<file path="config.mk">
export PLATFORM = sky130hd
export DESIGN_NAME = uart_reg_writer
export DESIGN_NICKNAME = d
export VERILOG_FILES = /design/src/rtl/uart_reg_writer.sv
export SDC_FILE = /design/constraint.sdc
export NUM_CORES = 1
export LEC_CHECK = 0
export ABC_AREA = 1
export CAP_MARGIN = 20
export CORE_MARGIN = 5
export CORE_UTILIZATION = 44
export CTS_CLUSTER_SIZE = 12
export DETAILED_ROUTE_END_ITERATION = 10
export HOLD_SLACK_MARGIN = 0.03
export PLACE_DENSITY = 0.69
export SLEW_MARGIN = 0
export SYNTH_ARGS = -nofsm -noshare
export SYNTH_HDL_FRONTEND = slang
export SYNTH_SLANG_ARGS = --single-unit
</file>
<file path="constraint.sdc">
create_clock -name clk -period 1.9 [get_ports clk]
set_input_delay 0.38 -clock clk [delete_from_list [all_inputs] [get_ports clk]]
set_output_delay 0.38 -clock clk [all_outputs]
set_load 0.01 [all_outputs]
</file>
<file path="src/rtl/uart_reg_writer.sv">
// uart_reg_writer: UART byte receiver turning each valid byte into one register write; 8N1, or 8E1 when UART_PARITY_EN is defined
module uart_reg_writer #(
  parameter int CLKS_PER_BIT = 434
) (
  input  logic       clk,
  input  logic       rst,
  input  logic       rx,
  output logic       write_strobe,
  output logic [2:0] address,
  output logic [4:0] data,
  output logic       frame_error,
  output logic       busy
);
  localparam logic [15:0] half_m1 = 16'(CLKS_PER_BIT / 2 - 1);
  localparam logic [15:0] bit_m1 = 16'(CLKS_PER_BIT - 1);
  typedef enum logic [2:0] {IDLE, START, DATA, PARITY, STOP, WAIT_IDLE} state_t;
`ifdef UART_PARITY_EN
  localparam state_t after_data = PARITY;
`else
  localparam state_t after_data = STOP;
`endif
  state_t state;
  logic rx_m, rx_s, tick, par_ok;
  logic [15:0] timer;
  logic [3:0] count;
  logic [7:0] shreg;
`ifdef UART_PARITY_EN
  logic par;
  assign par_ok = ~(^shreg ^ par);
`else
  assign par_ok = 1'b1;
`endif
  assign tick = timer == 16'd0;
  assign busy = state != IDLE;
  always_ff @(posedge clk) begin
    if (rst) begin
      state <= IDLE;
      rx_m <= 1'b1;
      rx_s <= 1'b1;
      timer <= 16'd0;
      count <= 4'd0;
      shreg <= 8'd0;
      write_strobe <= 1'b0;
      frame_error <= 1'b0;
      address <= 3'd0;
      data <= 5'd0;
`ifdef UART_PARITY_EN
      par <= 1'b0;
`endif
    end else begin
      rx_m <= rx;
      rx_s <= rx_m;
      write_strobe <= 1'b0;
      frame_error <= 1'b0;
      timer <= tick ? bit_m1 : timer - 16'd1;
      case (state)
        IDLE: begin
          timer <= half_m1;
          if (!rx_s) state <= START;
        end
        START: if (tick) begin
          state <= rx_s ? IDLE : DATA;
          count <= 4'd0;
        end
        DATA: if (tick) begin
          shreg[count[2:0]] <= rx_s;
          count <= count + 4'd1;
          if (count == 4'd7) state <= after_data;
        end
`ifdef UART_PARITY_EN
        PARITY: if (tick) begin
          par <= rx_s;
          state <= STOP;
        end
`endif
        STOP: if (tick) begin
          if (!rx_s) begin
            frame_error <= 1'b1;
            state <= WAIT_IDLE;
          end else if (!par_ok) begin
            frame_error <= 1'b1;
            state <= IDLE;
          end else begin
            write_strobe <= 1'b1;
            address <= shreg[2:0];
            data <= shreg[7:3];
            state <= IDLE;
          end
        end
        WAIT_IDLE: if (rx_s) state <= IDLE;
        default: state <= IDLE;
      endcase
    end
  end
endmodule

</file>
# Word level (Yosys, flattened, before mapping)
# Cells that the tools add are included.
# word_totals
register_bits,43
output_inout_bits,11
wordCells,60
# op_classes
addsub,2
order_cmp,2
n_eq_ne,11
mux,19
n_bitwise,2
n_reduce_logical,12
# op_table
cell,n
$mux W3,7
$logic_not A16 Y1,1
$sub A16 B1 Y16 const B,1
$pmux W3 S5,1
$ne A2 B2 Y1 const B,6
$mux W9,1
$bwmux W8,1
$mux W4,2
$mux W8,1
$pmux W4 S2,1
$eq A3 B3 Y1 const B,2
$reduce_and A3 Y1,2
$reduce_and A6 Y1,1
$reduce_or A3 Y1,2
$add A4 B1 Y4 const B,1
$eq A4 B3 Y1 const B,1
$lt A3 B4 Y1 const B,1
$demux W1 S3,1
$eq A3 B1 Y1 const B,1
$eq A3 B2 Y1 const B,1
$ge A3 B1 Y1 const B,1
$logic_not A3 Y1,1
$mux W1,3
$reduce_bool A3 Y1,1
6 further kinds,7

# Depth between registers and ports, before layout
# Gate-level depths: netlist of the first run.
# logic_depth
depth_word,5
depth_mapped,11

# Worst setup path after synthesis of the first run
# OpenSTA, ideal clock, no wires.
# synth_path
kind,flip-flop to flip-flop
start,register timer[0]
end,register timer[4]
setup_ns,0.115
arrival_time_ns,1.282
setup_slack_ns,0.502
path_stages_with_launch,11
period_less_slack_ns,1.398
path_cell_list,dfxtp_1 -> inv_1 -> ha_1 -> nand2_4 -> nor2_4 -> nand2_4 -> inv_4 -> nor2_1 -> inv_1 -> o21ai_0 -> inv_1
# synth_via
elab_chain_cells,3
# synth_lines
element,line_no,text
"start, declared",24,logic [15:0] timer;
"start signal, assigned",55,timer <= tick ? bit_m1 : timer - 16'd1;
"start signal, assigned",58,timer <= half_m1;
$sub A16 B1 Y16 or $logic_not A16 Y1 (tied branches),"55, 33",
$mux W9 (*),55,
$mux W8 (*),56,case (state)
# Mark *: on every way between the ends. The rest lies on a longest branch, timed or not.
# A chain may end at the register's enable or synchronous reset.

# Worst setup path in the final report of the first run
# layout_path
start,register state[2]
end,output busy
# layout_via
elab_chain_cells,1
# layout_lines
element,line_no,text
"start, declared",22,state_t state;
"start signal, assigned",62,state <= rx_s ? IDLE : DATA;
"start signal, assigned",68,if (count == 4'd7) state <= after_data;
$reduce_bool A3 Y1,34,assign busy = state != IDLE;
"end, declared",12,output logic busy
# Every way passes these cells.

==> metrics.csv, run 1 <==
metric,value,unit
DR iter-0 viols,106,
post-synth top area share,39.56,%
most frequent cells in the layout,"nand2_1 (63), nor2_1 (55), dfxtp_1 (43), inv_1 (33), nand3_1 (25)",
clock latency on the worst-skew pair,0.29,ns
final clock skew,0.002606,ns
number of enable flip-flop cells after synthesis,0,
worst-path cell chain,inv_1 > nand2_1 > dlygate4sd2_1,
"Distinct cells, synth",26,
full die area,0.006451,mm²
Fill cells,490,
CP startpoint kind,flop,
Async SR Flop Fraction,0,%
Worst setup EP type,output pin,
final non-filler cell total,390,
"Slew Viols, Final",0,
via count,1890,
# setup viols final,0,
initial antenna violation count,0,
Top delay family on crit path,buffers and inverters,
share of cells above drive strength 1,10.84,%
Sink Count,43,
"Primary FF master, synth",dfxtp_1,
Pwr per Cell Area,1280,mW/mm²
antenna-violating nets left,0,
Syn Area/Cell,7.111,µm²
run status,completed,
crit-path max cell delay,0.38,ns
Worst Path Max Fanout,5,
routability cong.,0.8289,
period utilization,85.27,%
nets,329,
Sum Neg Setup Slack,0,ns
DPL Wire Length,3291,µm
Post-Syn Nets,312,
DR WL/cell,11.34,µm
drc violations,0,
min-delay worst type,flop to flop,
largest net degree at the start of global routing,18,
Rows,25,
Clock Pin Slew Worst Setup and Hold Paths,0.08,ns
Post-Syn Instances,306,
hold_buf cts,0,
RSZ-0062 raised after global routing,false,
vias in the first global route,1765,
n_diodes,0,
leading area contributor after synthesis,dfxtp_1,
CTS H-tree depth,2,
Tmin final,1.620,ns
IO Pins,14,
vias per inst,4.846,
"Seq/Total Area, Yosys",39.56,%
worst setup path class,flop to output pin,
cts bufs inserted,5,
multi-input logic area,0.001140,mm²
Routed Wire Length,4423,µm
Final Hold Viols,0,
first-pass GRT wire length,7686,µm
Die X,80.32,µm
fmax,617.3,MHz
mapped cell area,0.002176,mm²
Max transition margin,74.59,%
Pwr Total,3141,µW
core box area,0.004755,mm²
Post-Place Cells,383,
"FF+latch count, synth",43,
critical path's slowest cell,dfxtp_1,
clock root cell,clkbuf_8,
CP Data Required Time,1.52,ns
"most common cell after layout, fill and taps aside",nand2_1,
CP arrival,1.24,ns
crit path buf inv count,2,
grt ovf,0,
synth top area cells,"dfxtp_1 (40%), nand2_1 (11%), nor2_1 (9.5%)",
Initial Utilization,45.76,%
Longest Clk Path Bufs,2,
Pre-Repair DR Iteration Count,4,
Reg area,860.8,µm²
worst-margin pin slew,0.3806,ns
Leakage,0.001094,µW
Die Y,80.32,µm
Max Cap Viol,0,
PortBufs,13,
Yosys Warn Count,0,
Syn-to-layout area delta,12.77,%
worst vdd ir,0.8623,mV
GRT Resource Usage Total,15.25,%
CTS tree,done,
==> state kept, by name (all words and copies together) (netlist names) <==
name	flops
data	5
rx_s	1
state	3
address	3
write_strobe	1
count	4
timer	16
frame_error	1
rx_m	1
shreg	8
==> stage by stage <==
step | hold slack [ns] | utilization [%] | instance area (µm²) | worst slack (ns)
6_report | 0.4185 | 51.61 | 2454 | 0.2799
5_1_grt | 0.4351 | 51.61 | 2454 | 0.1669
4_1_cts | 0.4241 | 51.61 | 2454 | 0.2607
3_5_place_dp | 0.4035 | 49.79 | 2367 | 0.2882
3_3_place_gp | 0.3960 | 49.79 | 2367 | 0.3162
2_1_floorplan | 0.3895 | - | 2176 | 0.5025
==> cells by family after synthesis <==
logic type / after synthesis / share of synthesized area, %
simple gates: 183 / 41.29
xor+xnor: 5 / 2.013
compound gates: 31 / 7.361
buf+inv: 41 / 8.051
flops: 43 / 39.56
fa+ha+maj: 3 / 1.725
==> routing by layer <==
metal  GRT usage (%)  vias to the layer above  share of wire (%)
met3           4.148                        5                4.0
met1           18.89                      840                 49
met4           6.926                        0                1.3
met2           24.50                       34                 46
met5               0                        -                  0
li1                -                     1011                  -
==> synth_stat cells, types with 4 or more instances <==
library cell / number
nor2_2: 4
nand2_1: 63
o21ai_0: 7
xnor2_1: 5
nand2_4: 4
nand4_1: 10
dfxtp_1: 43
nand2_2: 5
a21oi_1: 22
nand3_1: 25
nor2_1: 55
or2_2: 4
inv_1: 33
nor2_4: 5
==> worst register-to-register path, delay by kind of cell, from the launching register on <==
family | cells | cell delay [ns]
and+or+nand+nor | 5 | 0.65
DFF | 1 | 0.33
adders and majority gates | 1 | 0.25
AOI/OAI and AO/OA | 1 | 0.16
buffers and inverters | 2 | 0.13
==> repair_timing <==
action | in CTS | in global routing
buffers inserted | 0 | 0
endpoints found under the setup margin | 1 | 0
resized for setup | 1 | 0
==> layout make-up <==
| class | instances | area share [%] |
|---|---|---|
| Inverter | 36 | 5.609 |
| Multi-Input combinational cell | 222 | 46.46 |
| Clock buffer | 6 | 3.366 |
| Timing Repair Buffer | 15 | 5.864 |
| Tap cell | 67 | 3.417 |
| Clock inverter | 1 | 0.2040 |
| Sequential cell | 43 | 35.08 |
==> power breakdown <==
group,leakage (µW),switching (µW),internal (µW),total (µW)
clock network,0.0000470,305,286,590
registers,0.000349,122,1020,1140
logic,0.000698,920,491,1410
total,0.00109,1350,1790,3140
==> worst paths after layout <==
kind | endpoint | startpoint | slack, ns | cells past startpoint
worst max-delay path | busy | state[2]$_SDFFE_PP0P_ | 0.28 | 3
worst min register to register | rx_s$_SDFF_PP1_ | rx_m$_SDFF_PP1_ | 0.42 | 1
worst max register to register | timer[11]$_SDFF_PP0_ | timer[0]$_SDFF_PP0_ | 0.31 | 9
worst min-delay path | rx_s$_SDFF_PP1_ | rx_m$_SDFF_PP1_ | 0.42 | 1
No activity file was read; power rests on OpenSTA's default activity.
==> run 2, diff against run 1 <==
--- a/config.mk
+++ b/config.mk
@@ -8,11 +8,11 @@
 export ABC_AREA = 1
 export CAP_MARGIN = 20
 export CORE_MARGIN = 5
-export CORE_UTILIZATION = 44
+export CORE_UTILIZATION = 55
 export CTS_CLUSTER_SIZE = 12
 export DETAILED_ROUTE_END_ITERATION = 10
 export HOLD_SLACK_MARGIN = 0.03
-export PLACE_DENSITY = 0.69
+export PLACE_DENSITY = 0.82
 export SLEW_MARGIN = 0
 export SYNTH_ARGS = -nofsm -noshare
 export SYNTH_HDL_FRONTEND = slang
==> run 2 against run 1 <==
Count of clock-buffer cells in the layout is 1 higher. Clock skew is 0.0058 ns higher. Utilization is 13 points higher. Register-to-register slack worse by 0.04 ns. Global-route usage is 2.9 points higher. Combinational power hardly changed. First-iteration DRC count is 8.5% higher. Sequential share of layout area is 0.44 points higher. Total power is 0.17% lower. Cell area is 0.82% lower. Critical path depth is 6 higher. Final cell count is 4.6% lower. Largest cell class unchanged. Largest power group unchanged.
==> metrics.csv, run 2 (same netlist as run 1, synthesis figures left out) <==
metric,value,unit,change
Clock Pin Slew Worst Setup and Hold Paths,0.08,ns,about the same
Fill cells,346,,-29%
Final Util,65.01,%,+13 points
via count,1955,,+3.4%
Routed Wire Length,4435,µm,+0.27%
worst vdd ir,0.9565,mV,+11%
Die Y,72.90,µm,-9.2%
hold path start,rx_m$_SDFF_PP1_,,
CP startpoint,timer[0]$_SDFF_PP0_,,
pre-CTS WS,0.2412,ns,-0.04701 ns
Syn-to-layout area delta,11.85,%,
grt ovf,0,,unchanged
CP startpoint kind,flop,,
Clk pwr share,17.9,%,-0.9 points
setup bufs post-CTS,0,,unchanged
Pwr per Cell Area,1288,mW/mm²,+0.65%
Leakage,0.001100,µW,+0.57%
Max Cap Viol,0,,unchanged
CP arrival,1.86,ns,+0.62 ns
max reg flops,16,,unchanged
most frequent cells in the layout,"nand2_1 (62), nor2_1 (55), dfxtp_1 (40), inv_1 (33), nand3_1 (25)",,
Pre-Repair DR Iteration Count,5,,+1
core box area,0.003744,mm²,-21%
Psw,1358,µW,+0.85%
most flop-heavy register,timer,,
Post-Place Cells,364,,-5.0%
Initial Utilization,58.12,%,+12 points
routability cong.,0.8651,,+4.4%
final non-filler cell total,372,,-4.6%
PortBufs,13,,unchanged
hold_buf cts,0,,unchanged
worst setup path class,flop to flop,,
initial antenna violation count,0,,unchanged
Die X,72.90,µm,-9.2%
Sum Neg Setup Slack,0,ns,unchanged
Regs by FF count,"timer: 16 flops, shreg: 8 flops, data: 5 flops",,
Rows,22,,-12%
first-pass GRT wire length,7562,µm,-1.6%
final clock skew,0.008360,ns,+0.005754 ns
Longest Clk Path Bufs,2,,unchanged
GRT Resource Usage Total,18.13,%,+2.9 points
DR iter-0 viols,115,,+8.5%
post-layout worst setup margin,0.2731,ns,-0.006826 ns
n_diodes,0,,unchanged
CP Data Required Time,2.13,ns,+0.61 ns
Max transition margin,74.20,%,-0.39 points
worst reg2reg path startpoint,timer[0]$_SDFF_PP0_,,
Reg power frac,36.7,%,+0.4 points
Worst Path Max Fanout,9,,+4
RSZ-0062 raised after global routing,false,,
Final Hold Viols,0,,unchanged
vias per inst,5.255,,+8.4%
CTS tree,done,,
Tmin final,1.627,ns,+0.006826 ns
largest net degree at the start of global routing,18,,unchanged
antenna-violating nets left,0,,unchanged
DPL Wire Length,3297,µm,+0.19%
Worst setup EP type,flop,,
multi-input logic area,0.001142,mm²,+0.22%
Sink Count,43,,unchanged
fmax,614.7,MHz,-0.42%
worst-margin pin slew,0.3864,ns,+0.005777 ns
cts bufs inserted,5,,unchanged
Sw Ratio,43.29,%,+0.44 points
period utilization,85.63,%,+0.36 points
clock latency on the worst-skew pair,0.30,ns,about the same
CTS resizes,2,,+1
share of cells above drive strength 1,11.73,%,+0.89 points
Internal Power,1778,µW,-0.93%
"Slew Viols, Final",0,,unchanged
combinational share of power,45.4,%,+0.5 points
nets,329,,unchanged
DR WL/cell,11.92,µm,+5.1%
clock root cell,clkbuf_8,,
# setup viols final,0,,unchanged
drc violations,0,,unchanged
"most common cell after layout, fill and taps aside",nand2_1,,
run status,completed,,
vias in the first global route,1719,,-2.6%
IO Pins,14,,unchanged
min-delay worst type,flop to flop,,
CTS H-tree depth,2,,unchanged
full die area,0.005314,mm²,-18%
Reg area,864.6,µm²,+0.44%
-- run 2: changes by cell type in the layout (fill, tap and decap cells not counted) --
cell and change:
clkbuf_1 +2, clkbuf_8 -1, dfxtp_1 -3, dfxtp_2 +3, dlygate4sd2_1 -1, dlymetal6s2s_1 +1
nand2_1 -1, nand2_2 +1
-- run 2: through the flow --
stage	hold WS, ns	area [µm²]	power (µW)
final	0.4147	2434	3136
after global routing	0.4239	2434	3385
after CTS	0.4188	2429	3151
after detailed placement	0.3982	2344	2584
after global placement	0.4028	2344	2543
after floorplan	0.3895	2176	2312
-- run 2: layout make-up --
type	count	area share (%)
inverters	36	5.656
flip-flops and latches	43	35.53
multi-input cells	222	46.94
repair buffers	15	6.067
clock buffers	7	3.136
clock inverters	1	0.2057
well taps	48	2.468
-- run 2: critical path, stage by stage (launching register included) --
cell	delay [ns]
dfxtp_1	0.33
inv_1	0.08
ha_1	0.25
nand2_4	0.13
nor2_4	0.05
nand2_4	0.11
inv_4	0.06
nor2_1	0.21
nand2_2	0.19
nor3_1	0.16
-- run 2: metal layers --
layer	vias to the layer above	routed length, µm	global-route usage, %
met5	-	0	0
met1	899	2038	22.80
li1	1008	-	-
met2	41	2119	29.76
met3	7	217	4.959
met4	0	60	6.352
-- run 2: power by group through the flow --
stage	registers (µW)	clock network, µW	logic [µW]
finish	1150	563	1420
detailed placement	1170	0	1420
global placement	1160	0	1380
CTS	1150	577	1430
floorplan	1140	0	1170
global route	1170	629	1590
-- run 2: final timing paths --
path,slack (ns),cells after the start,to
worst max-delay path,0.27,9,timer[2]$_SDFF_PP0_
worst min-delay path,0.41,1,rx_s$_SDFF_PP1_
worst min register to register,0.41,1,rx_s$_SDFF_PP1_
worst max register to register,0.27,9,timer[2]$_SDFF_PP0_
==> RTL edit 1: new RTL, flow settings as in run 2 <==
The option `UART_PARITY_EN` is turned on by a define.
--- a/src/rtl/uart_reg_writer.sv
+++ b/src/rtl/uart_reg_writer.sv
@@ -1,4 +1,6 @@
 // uart_reg_writer: UART byte receiver turning each valid byte into one register write; 8N1, or 8E1 when UART_PARITY_EN is defined
+`define UART_PARITY_EN
+
 module uart_reg_writer #(
   parameter int CLKS_PER_BIT = 434
 ) (
Behaviour: no difference found for any inputs over 10 cycles, from zero or initial values and one cycle with rst high; that may be too few to reach the edited logic, so the function may still have changed.
==> RTL edit 1 against run 2 <==
- synthesized cell count up 12%
- sequential power up 4%
- hold slack better by 0.0037 ns
- setup slack worse by 0.16 ns
- largest power group unchanged
- area after synthesis up 6.0%
- sequential cell count up 1
- critical endpoint is now data[4]
- wire length up 10%
- final area up 8.7%
- clock power up 8.5%
- total power up 5.6%
==> RTL edit 1: results (changes against run 2) <==
Place
  – GP Congestion: 0.861 (-0.44%)
  – DP Area: 0.00249 mm^2 (+6.2%)
  – Cell count after placement: 404 (+11%)

STA
  – Worst-margin pin slew: 0.714 ns (+0.327 ns)
  – Clock skew: 0.0101 ns (+0.00176 ns)

Synthesis
  – Commonest cells in the netlist: 78 x nand2_1, 50 x nor2_1, 47 x inv_1
  – Synth area leaders: dfxtp_1 38%, nand2_1 13%, nor2_1 8.1%
  – Sequential element share of the synthesized area: 38.2% (-1.4 points)
  – Post-synth cell types: 33 (+27%)

Routing
  – Drt total wl: 4890 um (+10%)
  – Starting DRT DRC Count: 246 (+110%)

Global routing
  – Gr usage total: 18.5% (+0.34 points)
  – Pin count of the biggest net entering global routing: 20 (+2)
  – Met1 Use GR: 23.7% (+0.88 points)
  – M2 GR Usage: 29.3% (-0.49 points)
  – Vias in the first global route: 1,862 (+8.3%)

Setup path
  – Reg2reg setup slack: 0.11 ns (-0.16 ns)
  – Critical Path Fanout Max: 6 (-3)
  – Arrival @ worst endpoint: 1.99 ns (+0.13 ns)

Finish
  – # fillers: 347 (+0.29%)
  – Layout cells sized above 1: 12.3% (+0.57 points)

Pwr
  – Register share of total power: 36.3% (-0.4 points)
  – Static Leak: 1.17 nW (+6.8%)
  – P_sw: 1.44 mW (+5.8%)

Status
  – Run status: finished, final reports clean
## RTL edit 1: worst min-delay path by stage
stage | start | to | slack, ns | depth (start not counted)
4_1_cts | rx_m | rx_s | 0.42 | 1
5_1_grt | rx_m | rx_s | 0.44 | 1
3_3_place_gp | rx_m | rx_s | 0.39 | 1
2_1_floorplan | rx_m | rx_s | 0.39 | 1
6_report | rx_m | rx_s | 0.42 | 1
3_5_place_dp | rx_m | rx_s | 0.40 | 1
## RTL edit 1: repair_timing
item | 4_1_cts | 5_1_grt
resized for setup | 4 | 1
endpoints found under the setup margin | 1 | 12
pin swaps | 0 | 2
setup buffers | 0 | 2
gates cloned | 0 | 2
## RTL edit 1: cell type report
type / count / area, um^2 / area share, %
Sequential cell: 44 / 883 / 33.4
Timing Repair Buffer: 18 / 179 / 6.76
Tap cell: 50 / 62.6 / 2.36
Clock buffer: 5 / 68.8 / 2.60
Clock inverter: 3 / 23.8 / 0.898
Multi-Input combinational cell: 242 / 1230 / 46.3
Inverter: 54 / 203 / 7.66
## RTL edit 1: logic make-up (layout without fill, tap and decap cells)
kind of cell	count (synthesis)	in the layout	synth area share, %
buffers and inverters	60	80	10.2
AO/OA/AOI/OAI	47	47	11.1
adder cells (fa/ha/maj)	3	3	1.63
XOR/XNOR	4	4	1.52
flip-flops	44	44	38.2
AND/OR/NAND/NOR	186	188	37.3
## RTL edit 1: through the flow
| stage | setup slack (ns) | hold slack, ns |
|---|---|---|
| floorplan | 0.345 | 0.389 |
| global placement | 0.173 | 0.394 |
| detailed placement | 0.0831 | 0.400 |
| CTS | 0.0625 | 0.424 |
| global route | -0.00690 | 0.440 |
| finish | 0.114 | 0.418 |
==> RTL edit 2: new RTL, config.mk and constraints of run 2 <==
Made on the original files. The 6 states of `state_t` get a one-hot encoding in 6 bits.
--- a/src/rtl/uart_reg_writer.sv
+++ b/src/rtl/uart_reg_writer.sv
@@ -13,7 +13,7 @@
 );
   localparam logic [15:0] half_m1 = 16'(CLKS_PER_BIT / 2 - 1);
   localparam logic [15:0] bit_m1 = 16'(CLKS_PER_BIT - 1);
-  typedef enum logic [2:0] {IDLE, START, DATA, PARITY, STOP, WAIT_IDLE} state_t;
+  typedef enum logic [5:0] {IDLE = 6'b000001, START = 6'b000010, DATA = 6'b000100, PARITY = 6'b001000, STOP = 6'b010000, WAIT_IDLE = 6'b100000} state_t;
 `ifdef UART_PARITY_EN
   localparam state_t after_data = PARITY;
 `else
Behaviour: same outputs for any inputs over 10 cycles, from zero or initial values and one cycle with rst high; not proved beyond that.
==> RTL edit 2 against run 2 <==
- clock power rose by 3%
- setup slack improved by 0.015 ns
- total power rose by 9.3%
- sequential cell count rose by 2
- maximum frequency rose by 0.92%
- combinational power rose by 13%
- area after synthesis rose by 2.4%
- sequential share of layout area barely moved
- core utilization fell by 1.1 points
- final area rose by 4.2%
- wire length rose by 5.0%
- critical path type unchanged
- largest cell class unchanged
==> RTL edit 2: results (changes against run 2) <==
STA
  – Clock skew: 0.00555 ns (-0.00281 ns)
  – Worst-margin pin slew: 0.361 ns (-0.0255 ns)

Finish
  – # fillers: 364 (+5.2%)
  – Fin nets: 337 (+2.4%)
  – Layout cells sized above 1: 11.4% (-0.28 points)

Status
  – Run status: finished, final reports clean

Pwr
  – Switching share of power: 44.6% (+1.3 points)
  – Static Leak: 1.08 nW (-2.3%)
  – IR drop worst, VDD: 917 uV (-4.1%)

Place
  – GP Congestion: 0.890 (+2.9%)
  – Post-DP HPWL: 3480 um (+5.7%)

Synthesis
  – Synth area leaders: dfxtp_1 40%, nor2_1 9.9%, nand2_1 9.4%
  – Commonest cells in the netlist: 59 x nor2_1, 56 x nand2_1, 45 x dfxtp_1
  – Xor-xnor portion of the synthesized cell area: 2.36% (+0.35 points)
  – Synth Area in Adders: 1.68% (-0.041 points)
  – Sequential element share of the synthesized area: 40.4% (+0.86 points)
  – Syn nets: 316 (+1.3%)

Global routing
  – Met1 Use GR: 25.8% (+3.0 points)
  – Global-route met3 utilization: 4.92% (-0.034 points)
  – M2 GR Usage: 30.1% (+0.36 points)
  – First-pass GRT wire length: 8250 um (+9.1%)
  – Vias in the first global route: 1,875 (+9.1%)
  – Gr usage total: 19.6% (+1.4 points)

Routing
  – Via Count: 2,026 (+3.6%)
  – Drt wl/cell: 12.2 um (+2.2%)
  – Starting DRT DRC Count: 175 (+52%)

Setup path
  – Reg2reg path depth: 8 (-1)
  – Worst setup endpoint: data[2]

Clock tree
  – Post CTS Setup Buffer Count: 0 (unchanged)
[RTL edit 2: cell types whose count changed in the layout (fill, tap and decap cells not counted), sizes merged, moves of 6 or more]
cell	change
nor2	+6
nand3	+6
inv	-7
nand2	-11
o21ai	+9
[RTL edit 2: layout make-up]
type / count / area, um^2 / area share (%)
clock buffers: 6 / 72.6 / 2.86
clock inverters: 2 / 10.0 / 0.395
inverters: 28 / 105 / 4.14
multi-input cells: 233 / 1210 / 47.9
flip-flops and latches: 45 / 902 / 35.6
well taps: 50 / 62.6 / 2.47
repair buffers: 18 / 170 / 6.71
[RTL edit 2: critical path, cell delays in order (launching register included)]
cell and delay [ns]:
dfxtp_1 0.32, inv_1 0.12, ha_1 0.20, nand3_1 0.13
nor2_4 0.18, nand2_4 0.12, nor3_4 0.31, nor2_1 0.08
nor2_1 0.10
[RTL edit 2: kinds of logic after synthesis]
kind of cell,Yosys count
AOI/OAI and AO/OA,42
DFF,45
and+or+nand+nor,182
adders and majority gates,3
xor gates and xnor gates,6
buffers and inverters,32
[RTL edit 2: metal layers]
metal  share of wire (%)  wire [um]  up-vias
met4                 2.0         95        0
met5                   0          0        -
met2                  46       2150       52
met1                  46       2160      913
met3                 5.3        247        8
li1                    -          -     1053
[RTL edit 2: power groups by stage]
stage | logic, mW | clock network, mW | registers (mW)
4_1_cts | 1.61 | 0.595 | 1.23
2_1_floorplan | 1.29 | 0 | 1.22
3_3_place_gp | 1.56 | 0 | 1.25
6_report | 1.61 | 0.579 | 1.24
3_5_place_dp | 1.60 | 0 | 1.25
5_1_grt | 1.83 | 0.637 | 1.26
[RTL edit 2: timing repair]
item	in CTS	in global routing
pin swaps	0	0
resized for setup	1	3
setup endpoints to repair	1	1
gates cloned	0	0
[RTL edit 2: how the worst min path moves through the flow]
stage          startpoint  slack, ns   end  depth (start not counted)
6_report             rx_m       0.43  rx_s                          1
5_1_grt              rx_m       0.46  rx_s                          1
4_1_cts              rx_m       0.43  rx_s                          1
3_5_place_dp         rx_m       0.41  rx_s                          1
3_3_place_gp         rx_m       0.40  rx_s                          1
2_1_floorplan        rx_m       0.39  rx_s                          1
[RTL edit 2: metrics by stage]
stage	total power, mW	std cells	utilization (%)	area [um^2]	hold WS, ns
after floorplan	2.51	310	-	2230	0.389
after global placement	2.81	374	61.5	2440	0.398
after detailed placement	2.85	374	61.5	2440	0.412
after CTS	3.44	382	63.6	2530	0.435
after global routing	3.72	382	63.9	2540	0.457
final	3.43	382	63.9	2540	0.430
